--- config.mk ---
export PLATFORM = sky130hd
export DESIGN_NAME = hdlc_rx_framer
export DESIGN_NICKNAME = d
export VERILOG_FILES = /design/src/rtl/hdlc_rx_pkg.sv /design/src/rtl/hdlc_rx_destuff.sv /design/src/rtl/hdlc_rx_framer.sv
export SDC_FILE = /design/constraint.sdc
export NUM_CORES = 1
export LEC_CHECK = 0
export BUFFER_PORTS_ARGS = -buffer_cell sky130_fd_sc_hd__buf_2
export CAP_MARGIN = 5
export CELL_PAD_IN_SITES_DETAIL_PLACEMENT = 0
export CELL_PAD_IN_SITES_GLOBAL_PLACEMENT = 1
export CORE_MARGIN = 5
export CORE_UTILIZATION = 45
export DETAILED_ROUTE_END_ITERATION = 7
export GPL_ROUTABILITY_DRIVEN = 0
export GPL_TIMING_DRIVEN = 0
export PLACE_DENSITY = 0.82
export SYNTH_ARGS = -nofsm -noshare
export SYNTH_HDL_FRONTEND = slang
export SYNTH_SLANG_ARGS = --single-unit
--- constraint.sdc ---
create_clock -name clk_i -period 2.5 [get_ports clk_i]
set_clock_uncertainty 0.15 [all_clocks]
set_input_delay 0.625 -clock clk_i [delete_from_list [all_inputs] [get_ports clk_i]]
set_output_delay 0.625 -clock clk_i [all_outputs]
set_load 0.1 [all_outputs]
--- src/rtl/hdlc_rx_pkg.sv ---
// Shared constants and state type for the HDLC receive framer.
package hdlc_rx_pkg;

    localparam int unsigned      ByteW       = 8;
    localparam logic [ByteW-1:0] FlagPattern = 8'b0111_1110;
    localparam logic [2:0]       StuffOnes   = 3'd5;
    localparam int unsigned      AbortOnes   = 7;
    localparam logic [ByteW-1:0] MaxBytes    = 8'd128;

    typedef enum logic {StIdle, StFrame} rx_state_t;

endpackage

--- src/rtl/hdlc_rx_destuff.sv ---
// Zero-bit removal after a run of ones, LSB-first byte assembly and residual bit count.
module hdlc_rx_destuff
    import hdlc_rx_pkg::*;
(
    input  logic             clk_i,
    input  logic             rst_ni,
    input  logic             clear_i,
    input  logic             bit_valid_i,
    input  logic             bit_i,
    output logic             byte_done_o,
    output logic             new_byte_o,
    output logic [ByteW-1:0] data_o,
    output logic [2:0]       bit_cnt_o
);
    logic [2:0]       ones_q, ones_d;
    logic [2:0]       bit_cnt_q, bit_cnt_d;
    logic [ByteW-1:0] shift_q, shift_d;
    logic [ByteW-1:0] data_q, data_d;
    logic             new_byte_q, new_byte_d;
    logic             drop, keep;

    always_comb begin
        drop        = bit_valid_i && !bit_i && (ones_q == StuffOnes);
        keep        = bit_valid_i && !drop;
        byte_done_o = keep && (bit_cnt_q == 3'd7);
        ones_d      = ones_q;
        bit_cnt_d   = bit_cnt_q;
        shift_d     = shift_q;
        data_d      = data_q;
        new_byte_d  = byte_done_o;
        if (bit_valid_i) begin
            if (!bit_i) begin
                ones_d = 3'd0;
            end else if (ones_q != 3'd7) begin
                ones_d = ones_q + 3'd1;
            end
        end
        if (keep) begin
            shift_d   = {bit_i, shift_q[ByteW-1:1]};
            bit_cnt_d = bit_cnt_q + 3'd1;
        end
        if (byte_done_o) begin
            data_d = {bit_i, shift_q[ByteW-1:1]};
        end
        // A byte completing on the clearing edge is still delivered via data_d/new_byte_d.
        if (clear_i) begin
            ones_d    = 3'd0;
            bit_cnt_d = 3'd0;
            shift_d   = '0;
        end
    end

    always_ff @(posedge clk_i or negedge rst_ni) begin
        if (!rst_ni) begin
            ones_q     <= 3'd0;
            bit_cnt_q  <= 3'd0;
            shift_q    <= '0;
            data_q     <= '0;
            new_byte_q <= 1'b0;
        end else begin
            ones_q     <= ones_d;
            bit_cnt_q  <= bit_cnt_d;
            shift_q    <= shift_d;
            data_q     <= data_d;
            new_byte_q <= new_byte_d;
        end
    end

    assign new_byte_o = new_byte_q;
    assign data_o     = data_q;
    assign bit_cnt_o  = bit_cnt_q;

endmodule

--- src/rtl/hdlc_rx_framer.sv ---
// HDLC receive framer: flag/abort hunting, frame state and end-of-frame reporting.
// Define HDLC_RX_FRAMESIZE_EN to build the saturating frame-size counter.
module hdlc_rx_framer
    import hdlc_rx_pkg::*;
(
    input  logic             clk_i,
    input  logic             rst_ni,
    input  logic             rx_i,
    input  logic             rx_enable_i,
    output logic             rx_flag_detect_o,
    output logic             rx_abort_detect_o,
    output logic             rx_valid_frame_o,
    output logic             rx_abort_signal_o,
    output logic             rx_new_byte_o,
    output logic [ByteW-1:0] rx_data_o,
    output logic             rx_eof_o,
    output logic             rx_frame_error_o,
    output logic [ByteW-1:0] rx_frame_size_o
);
    rx_state_t        state_q, state_d;
    logic [ByteW-1:0] sr_q, sr_d, vld_q, vld_d;
    logic             dl_q, dl_vld_q, dl_vld_d;
    logic             flag_q, flag_d, abort_q, abort_d, ones_run_q, ones_run_d;
    logic             eof_q, eof_d, err_q, err_d, abort_sig_q, abort_sig_d;
    logic             got_byte_q, got_byte_d;
    logic             consume, frame_clear, byte_done;
    logic [2:0]       bit_cnt;

    always_comb begin
        sr_d     = {sr_q[ByteW-2:0], rx_i};
        vld_d    = {vld_q[ByteW-2:0], rx_enable_i};
        dl_vld_d = vld_q[ByteW-1];
        if (flag_q) begin
            // Flag bits 1..7 sit in sr[7:1]; only sr[0] already belongs to the next frame.
            vld_d    = {{(ByteW-2){1'b0}}, vld_q[0], rx_enable_i};
            dl_vld_d = 1'b0;
        end
        flag_d     = rx_enable_i && (sr_q == FlagPattern);
        ones_run_d = &sr_q[AbortOnes-1:0];
        abort_d    = rx_enable_i && ones_run_d && !ones_run_q;
    end

    assign consume     = (state_q == StFrame) && dl_vld_q && !flag_q;
    assign frame_clear = flag_q || abort_q || !rx_enable_i;
    assign got_byte_d  = frame_clear ? 1'b0 : (got_byte_q || byte_done);

    always_comb begin
        state_d     = state_q;
        eof_d       = 1'b0;
        err_d       = 1'b0;
        abort_sig_d = 1'b0;
        unique case (state_q)
            StIdle: begin
                if (flag_q) state_d = StFrame;
            end
            StFrame: begin
                if (abort_q) begin
                    state_d     = StIdle;
                    eof_d       = 1'b1;
                    abort_sig_d = 1'b1;
                end else if (flag_q && got_byte_q) begin
                    eof_d = 1'b1;
                    err_d = (bit_cnt != 3'd0);
                end
            end
        endcase
        if (!rx_enable_i) begin
            state_d     = StIdle;
            eof_d       = 1'b0;
            err_d       = 1'b0;
            abort_sig_d = 1'b0;
        end
    end

    always_ff @(posedge clk_i or negedge rst_ni) begin
        if (!rst_ni) begin
            state_q     <= StIdle;
            sr_q        <= '0;
            vld_q       <= '0;
            dl_q        <= 1'b0;
            dl_vld_q    <= 1'b0;
            flag_q      <= 1'b0;
            abort_q     <= 1'b0;
            ones_run_q  <= 1'b0;
            eof_q       <= 1'b0;
            err_q       <= 1'b0;
            abort_sig_q <= 1'b0;
            got_byte_q  <= 1'b0;
        end else begin
            state_q     <= state_d;
            sr_q        <= sr_d;
            vld_q       <= vld_d;
            dl_q        <= sr_q[ByteW-1];
            dl_vld_q    <= dl_vld_d;
            flag_q      <= flag_d;
            abort_q     <= abort_d;
            ones_run_q  <= ones_run_d;
            eof_q       <= eof_d;
            err_q       <= err_d;
            abort_sig_q <= abort_sig_d;
            got_byte_q  <= got_byte_d;
        end
    end

    hdlc_rx_destuff u_destuff (
        .clk_i       (clk_i),
        .rst_ni      (rst_ni),
        .clear_i     (frame_clear),
        .bit_valid_i (consume),
        .bit_i       (dl_q),
        .byte_done_o (byte_done),
        .new_byte_o  (rx_new_byte_o),
        .data_o      (rx_data_o),
        .bit_cnt_o   (bit_cnt)
    );

`ifdef HDLC_RX_FRAMESIZE_EN
    logic [ByteW-1:0] byte_cnt_q, byte_cnt_d, cnt_inc, size_q, size_d;

    always_comb begin
        cnt_inc = byte_cnt_q;
        if (byte_done && (byte_cnt_q != MaxBytes)) cnt_inc = byte_cnt_q + 8'd1;
        byte_cnt_d = frame_clear ? '0 : cnt_inc;
        size_d     = eof_d ? cnt_inc : size_q;
    end

    always_ff @(posedge clk_i or negedge rst_ni) begin
        if (!rst_ni) begin
            byte_cnt_q <= '0;
            size_q     <= '0;
        end else begin
            byte_cnt_q <= byte_cnt_d;
            size_q     <= size_d;
        end
    end

    assign rx_frame_size_o = size_q;
`else
    assign rx_frame_size_o = '0;
`endif

    assign rx_flag_detect_o  = flag_q;
    assign rx_abort_detect_o = abort_q;
    assign rx_valid_frame_o  = (state_q == StFrame);
    assign rx_abort_signal_o = abort_sig_q;
    assign rx_eof_o          = eof_q;
    assign rx_frame_error_o  = err_q;

endmodule

# After elaboration in Yosys (flattened, before gate mapping)
# Index checks and enable logic that the tools add are counted.
# classes
addsub	2
mul	0
div_mod_pow	0
magnitude_cmp	0
eq_ne	5
shifts	0
mux	26
bitwise	1
n_reduce_logical	23
# op_table
operator	count
2-to-1 mux 8 bit	3
2-to-1 mux 3 bit	6
2-to-1 mux 1 bit	16
logical AND 1 bit	10
== test 8 x 7 -> 1 bit (second input constant)	1
AND reduction 7 bit	1
adder 3 x 1 -> 3 bit (second input constant)	2
== test 3 bit (second input constant)	2
logical NOT 1 bit	5
nonzero test 2 bit	2
logical OR 1 bit	3
inequality test 3 x 1 -> 1 bit (second input constant)	1
inequality test 3 bit (second input constant)	1
nonzero test 3 bit	1
case mux 1 bit (2 select lines)	1
AND reduction 2 bit	1
NOT 1 bit	1
# word_totals
regBits	49
latch_bits	0
mem_bits_rw	0
rom_bits	0
inputBits	4
n_memories	0

# Longest topological paths before layout
# Gate-level depths: netlist (run 1).
# logic_depth
depth_word	9
depth_mapped	6

# Hierarchy
# From an unflattened synthesis (run 1), not the netlist that was laid out.
# hier_totals
cells_unflattened	148
area_unflattened_um2	1890.6
# modules_own_cells
module	instances	cells_per_inst	area_per_inst_um2	seq_area_each_um2
hdlc_rx_destuff	1	85	1019.7	550.5
hdlc_rx_framer	1	63	870.8	650.6

# Worst setup path before layout (run 1)
# OpenSTA, ideal clock, no wires.
# synth_timing
kind	flip-flop to flip-flop
from	reg state_q (netlist: rx_valid_frame_o)
to	reg u_destuff.data_q[0] (netlist: u_destuff.data_o[0])
setup_time_ps	126
arrival_ps	2017
slack_ps	207
stages_incl_launch_ff	5
path_buffers	1
synth_period_minus_slack_ps	2293
path_cell_list	dfrtp_1 -> nand2_1 -> nor4b_2 -> buf_6 -> mux2_4
# synth_between
elab_chain_len	7
# synth_lines
element	line	source
start: declaration	hdlc_rx_framer.sv:20	rx_state_t state_q, state_d;
start signal: assignment	hdlc_rx_framer.sv:77	state_q <= StIdle;
start signal: assignment	hdlc_rx_framer.sv:90	state_q <= state_d;
logical AND 1 bit (*) (2 in series)	hdlc_rx_framer.sv:43	assign consume = (state_q == StFrame) && dl_vld_q && !flag_q;
logical AND 1 bit (2 in series)	hdlc_rx_destuff.sv:23	drop = bit_valid_i && !bit_i && (ones_q == StuffOnes);
logical NOT 1 bit	hdlc_rx_destuff.sv:24	keep = bit_valid_i && !drop;
logical AND 1 bit (*)	hdlc_rx_destuff.sv:24	
logical AND 1 bit (*)	hdlc_rx_destuff.sv:25	byte_done_o = keep && (bit_cnt_q == 3'd7);
net byte_done	hdlc_rx_framer.sv:26	logic consume, frame_clear, byte_done;
end signal: assignment	hdlc_rx_destuff.sv:64	data_q <= data_d;
end: declaration	hdlc_rx_destuff.sv:18	logic [ByteW-1:0] data_q, data_d;
# Mark *: on every way through the listed nets, which the timed path passes. The rest lies on a longest branch.
# A chain may end at the register's enable or synchronous reset.

# Worst setup path in the final report (run 1)
# layout_timing
from	reg flag_q (netlist: rx_flag_detect_o)
to	out rx_flag_detect_o
# layout_rtl
element	line	source
start: declaration	hdlc_rx_framer.sv:23	logic flag_q, flag_d, abort_q, abort_d, ones_run_q, ones_run_d;
start signal: assignment	hdlc_rx_framer.sv:95	flag_q <= flag_d;
end: declaration	hdlc_rx_framer.sv:10	output logic rx_flag_detect_o,
# No word-level cell between the ends.

==> flow_summary_export.csv, run 1 <==
group,metric,value,unit
critical_path,cp.arrival,1.28,ns
job,max_cap_viol_count,0,
synthesis,ys_seq_area_frac,0.626,
min_path,hold_end,"vld_q[1]$_DFF_PN0_",
timing,clock.fmax,0.487,GHz
synthesis,synth_area_leader_cell,"dfrtp_1",
placement,place_ws,0.565,ns
critical_path,slowest_stage,"dfrtp_1",
critical_path,path_max_fanout,8,
global_routing,grt_pass1_vias,1179,
timing,slew_viol_final,0,
synthesis,synth_fa_ha_area_frac,0.0391,
clock_network,numCtsBuffers,5,
timing,hold_viol,0,
placement,placed_cell_area,2100,µm²
synthesis,muxShareOfSynthArea,0.115,
outcome,outcome,"finished clean",
synthesis,ys_ff_latch,48,
power,power.leakage,1.11,nW
timing,setup-tns-final,0,ns
route,first_pass_iters,4,
clock_network,post_cts_buffers,0,
synthesis,netlist_area,1920,µm²
synthesis,synth-simple-area-share,0.144,
timing,finalSetupViolCount,0,
floorplanning,rows,23,
critical_path,max_stage_delay,0.50,ns
power,power.density,621,nW/µm²
route,wl_per_cell,13.7,µm
synthesis,netlist_top_cells_area,"dfrtp_1 63%, mux2_4 6.3%, mux2i_1 5.2%, ha_1 3.9%, buf_4 3.5%",
min_path,hold_start,"vld_q[0]$_DFF_PN0_",
synthesis,synthDominantCellAreaShare,0.626,
clock_network,cts_tree,"done",
route,remaining_drc_errors,0,
critical_path,path_cells,"buf_2",
critical_path,worst-path-buf-inv,1,
timing,worst_pin_slew,1.02,ns
clock_network,clk_pin_slew_worst_paths,0.07,ns
timing,fin_crit_sh,0.821,
cells_and_area,fill_cells,350,
synthesis,yosys_warnings,0,
cells_and_area,fin_area,2190,µm²
floorplanning,dieWidth,75.3,µm
critical_path,rr_endpoint,"u_destuff.data_o[0]$_DFFE_PN0P_",
global_routing,antenna_found_initial,0,
power,ir_drop,0.389,mV
min_path,hold_path.class,"register to register",
route,wl,3.05,mm
synthesis,synth_compound_area_frac,0.0248,
critical_path,rr_startpoint,"u_destuff.ones_q[0]$_DFFE_PN0P_",
timing,slew-limit-headroom,0.322,
floorplanning,die_h,75.3,µm
clock_network,htreeDepth,2,
timing,layout_min_cycle_time,2.05,ns
route,routed-via-count,1081,
clock_network,insertion_delay,0.29,ns
global_routing,grt_first_pass_wirelength,5.53,mm
clock_network,cts_sinks,48,
route,ant_nets,0,
critical_path,crit_type,"register to output pin",
timing,fin_ws,0.446,ns
floorplanning,start_util,0.473,
floorplanning,core_area,4060,µm²
cells_and_area,final_cell_mix,"48 x dfrtp_1, 18 x buf_2, 15 x nand2_1",
critical_path,cp-start-kind,"register",
critical_path,critical_path.startpoint,"rx_flag_detect_o$_DFF_PN0_",
critical_path,cpLargestDelayFamily,"flip-flops",
critical_path,crit_required,1.73,ns
global_routing,grt_max_degree,49,
synthesis,syn_avg_cell_area,13.6,µm²
critical_path,reg2reg_slack,0.57,ns
critical_path,crit_path_end_kind,"output pin",
synthesis,synth_xor_area_frac,0,
route,vias_per_cell,4.85,
critical_path,reg2reg_depth,5,
timing,rsz0062_at_grt,"false",
cells_and_area,final_nets,183,
placement,hpwl,2.22,mm
floorplanning,design.die.area,5670,µm²
cells_and_area,drive_gt1_frac,0.266,
cells_and_area,diodes,0,
cells_and_area,area_growth_syn_to_layout,14.4,%
clock_network,hold_buffers,0,
synthesis,ys_types,29,
clock_network,clockBufferDepth,2,
placement,place.port_buffers,18,
min_path,whs_path_depth,0,
synthesis,synth_top_family_by_area,"simple AND/OR/NAND/NOR gates",
clock_network,cts_resized,0,
cells_and_area,mostFrequentLayoutCell,"dfrtp_1",
global_routing,grt_remaining_overflow,0,
clock_network,cts_root_buffer,"clkbuf_8",
cells_and_area,final_util,0.541,
floorplanning,io_pins,27,
route,drtIter0Drc,46,
global_routing,grt_usage,0.130,
synthesis,syn_inst,141,
## synth_stat cells
library cell  instances
conb_1                1
inv_1                 3
o21ai_0               3
and4b_1               1
nand2_1              15
ha_1                  6
nor2b_1               9
dfrtp_1              48
or3_1                 1
or4b_1                2
and3b_1               1
o21a_1                1
nor4b_2               1
a21oi_1               3
and2_2                1
nor3b_2               1
o211a_1               1
nor2_1                2
and3_1                2
nand2b_1              2
mux2i_1              10
and2_1                1
mux2_4                8
nor3_1                2
nand3b_1              3
clkbuf_1              1
buf_6                 1
buf_4                 9
nand4_1               2
## area by class of cell
| cell class | count | area [µm²] | share of cell area |
|---|---|---|---|
| Clock buffer | 7 | 96.3 | 0.0439 |
| Timing Repair Buffer | 18 | 90.1 | 0.0411 |
| Inverter | 3 | 11.3 | 0.00513 |
| Tap cell | 50 | 62.6 | 0.0285 |
| Multi-Input combinational cell | 86 | 649 | 0.296 |
| Buffer | 11 | 82.6 | 0.0376 |
| Sequential cell | 48 | 1200 | 0.548 |
## power breakdown
| part | leakage (nW) | switching [W] | internal (W) |
|---|---|---|---|
| clock | 0.0503 | 0.000223 | 0.000246 |
| combinational | 0.430 | 0.0000778 | 0.0000164 |
| sequential | 0.629 | 0.00000738 | 0.000791 |
## flip-flops by register name, summed over array words and instances (netlist names), 3 cells and up
name,count
sr_q,8
u_destuff.data_o,8
vld_q,8
u_destuff.shift_q,7
u_destuff.bit_cnt_o,3
u_destuff.ones_q,3
## metrics by stage
| step | total power [W] | cells | hold WS [ns] |
|---|---|---|---|
| floorplan | 0.000885 | 148 | 0.179 |
| global placement | 0.000907 | 216 | 0.186 |
| detailed placement | 0.000909 | 216 | 0.190 |
| CTS | 0.00138 | 223 | 0.208 |
| global route | 0.00142 | 223 | 0.232 |
| finish | 0.00136 | 223 | 0.204 |
## worst max path at each step
stage                                           end  cells after the start
floorplan           u_destuff.data_o[0]$_DFFE_PN0P_                      4
global placement    u_destuff.data_o[1]$_DFFE_PN0P_                      5
detailed placement  u_destuff.data_o[3]$_DFFE_PN0P_                      5
CTS                                rx_flag_detect_o                      1
global route                       rx_flag_detect_o                      1
finish                             rx_flag_detect_o                      1
## cell families after synthesis
group	count (synthesis)
compound gates	8
flops	48
other cells	1
fa+ha+maj	6
mux	18
buf+inv	14
simple gates	46
## metal layers
metal  global-route usage  share of wire  vias up
met2                0.215           0.50       27
met5                    0              0        -
li1                     -              -      521
met1                0.156           0.43      529
met4               0.0388          0.010        0
met3               0.0507          0.063        4
(Power assumes the default switching activity.)
==> inputs of run 2 (changes only) <==
CORE_UTILIZATION = 41   (was 45)
PLACE_DENSITY = 0.79   (was 0.82)
clock period = 1.8 ns   (was 2.5 ns; I/O delays follow)
==> flow_summary_export.csv, run 2 (same netlist as run 1, synthesis figures left out) <==
group,metric,value,unit
timing,slew-limit-headroom,0.319,
critical_path,crit_required,1.83,ns
critical_path,cp.arrival,1.90,ns
clock_network,clockBufferDepth,2,
critical_path,worst-path-buf-inv,1,
cells_and_area,final_cell_count_no_fill,230,
min_path,hold_path.class,"primary input to register",
timing,rsz0062_at_grt,"true",
clock_network,numCtsBuffers,5,
clock_network,clk_pin_slew_worst_paths,0.08,ns
timing,fin_ws,-0.0684,ns
critical_path,slowest_stage,"dfrtp_1",
cells_and_area,area_growth_syn_to_layout,17.9,%
placement,placed_cells,218,
route,vias_per_cell,4.84,
power,power.leakage,1.12,nW
clock_network,cts_tree,"done",
clock_network,cts_root_buffer,"clkbuf_8",
timing,setup-tns-final,-0.496,ns
outcome,violations,"setup timing",
clock_network,htreeDepth,2,
timing,layout_min_cycle_time,1.87,ns
critical_path,max_stage_delay,0.41,ns
cells_and_area,drive_gt1_frac,0.331,
cells_and_area,final_nets,187,
route,wl,3.26,mm
job,max_cap_viol_count,0,
floorplanning,die_h,78.4,µm
clock_network,insertion_delay,0.30,ns
min_path,hold_start,"rx_i",
route,routed-via-count,1113,
route,wl_per_cell,14.2,µm
critical_path,rr_startpoint,"u_destuff.ones_q[0]$_DFFE_PN0P_",
critical_path,cp-start-kind,"register",
global_routing,grt_remaining_overflow,0,
timing,clock.fmax,0.535,GHz
power,power,0.00183,W
clock_network,hold_buffers,0,
cells_and_area,mostFrequentLayoutCell,"dfrtp_1",
placement,hpwl,2.19,mm
route,remaining_drc_errors,0,
floorplanning,dieWidth,78.4,µm
timing,slew_viol_final,0,
floorplanning,io_pins,27,
critical_path,critical_path.startpoint,"u_destuff.ones_q[0]$_DFFE_PN0P_",
floorplanning,start_util,0.432,
timing,hold_viol,0,
timing,worst_pin_slew,1.02,ns
critical_path,path_max_fanout,5,
global_routing,grt_pass1_vias,1164,
critical_path,crit_path_end_kind,"register",
critical_path,path_cells,"ha_2, and3b_2, nor4b_4, buf_6, mux2_4",
route,drtIter0Drc,54,
timing,finalSetupViolCount,11,
global_routing,grt_first_pass_wirelength,5.52,mm
critical_path,cpLargestDelayFamily,"simple AND/OR/NAND/NOR gates",
cells_and_area,final_cell_mix,"46 x dfrtp_1, 15 x buf_4, 15 x buf_2",
global_routing,grt_usage,0.116,
global_routing,grt_max_degree,49,
floorplanning,core_area,4440,µm²
timing,fin_crit_sh,1.04,
global_routing,antenna_found_initial,0,
route,first_pass_iters,4,
power,power.density,810,nW/µm²
clock_network,cts_sinks,48,
floorplanning,rows,24,
placement,place.port_buffers,18,
route,ant_nets,0,
floorplanning,design.die.area,6150,µm²
cells_and_area,diodes,0,
outcome,outcome,"finished, violations left",
cells_and_area,final_util,0.509,
power,ir_drop,0.404,mV
critical_path,crit_type,"register to register",
## run 2: layout make-up
class,instances,area (µm²)
fillers,393,2180
flip-flops and latches,48,1210
multi-input cells,86,684
repair buffers,22,131
plain buffers,11,82.6
clock buffers,7,76.3
well taps,52,65.1
inverters,3,11.3
clock inverters,1,5.00
## run 2: path summary, 6_finish.rpt
| check | end | slack [ns] | cells after the start |
|---|---|---|---|
| max | u_destuff.data_o[0]$_DFFE_PN0P_ | -0.07 | 5 |
| min | sr_q[0]$_DFF_PN0_ | 0.10 | 1 |
| max reg2reg | u_destuff.data_o[0]$_DFFE_PN0P_ | -0.07 | 5 |
| min reg2reg | vld_q[1]$_DFF_PN0_ | 0.20 | 0 |
| max in group asynchronous | rx_valid_frame_o$_DFF_PN0_ | 0.59 | 1 |
| min in group asynchronous | ones_run_q$_DFF_PN0_ | 0.16 | 1 |
## run 2: worst register-to-register path: cells and delay by family (launching register included)
kind,cells,cell delay [ns]
and+or+nand+nor,2,0.52
DFF,1,0.41
muxes,1,0.31
buffers and inverters,1,0.19
adders and majority gates,1,0.18
## run 2: per-stage QoR
stage / setup WS (ns) / hold WS [ns] / cell area (µm²)
2_1_floorplan: 0.0162 / 0.00441 / 1950
3_3_place_gp: -0.0638 / 0.186 / 2110
3_5_place_dp: -0.116 / 0.186 / 2110
4_1_cts: -0.0639 / 0.0878 / 2250
5_1_grt: -0.104 / 0.0827 / 2260
6_report: -0.0684 / 0.101 / 2260
## run 2: routing by layer
| metal | vias to the layer above | share of wire | global-route usage |
|---|---|---|---|
| met5 | - | 0 | 0 |
| met3 | 6 | 0.051 | 0.0492 |
| met2 | 20 | 0.47 | 0.183 |
| met1 | 559 | 0.46 | 0.140 |
| li1 | 528 | - | - |
| met4 | 0 | 0.018 | 0.0507 |
## run 2: repair_timing
| item | CTS | global route |
|---|---|---|
| setup buffers | 3 | 0 |
| pin swaps | 4 | 1 |
| setup endpoints to repair | 11 | 15 |
| cloned | 1 | 0 |
| gates resized for setup | 10 | 4 |
## run 2: report_power, final
part / total, W / internal, W / switching (W)
sequential: 0.00111 / 0.00110 / 0.0000105
clock: 0.000592 / 0.000272 / 0.000320
combinational: 0.000132 / 0.0000231 / 0.000109
total: 0.00183 / 0.00139 / 0.000439
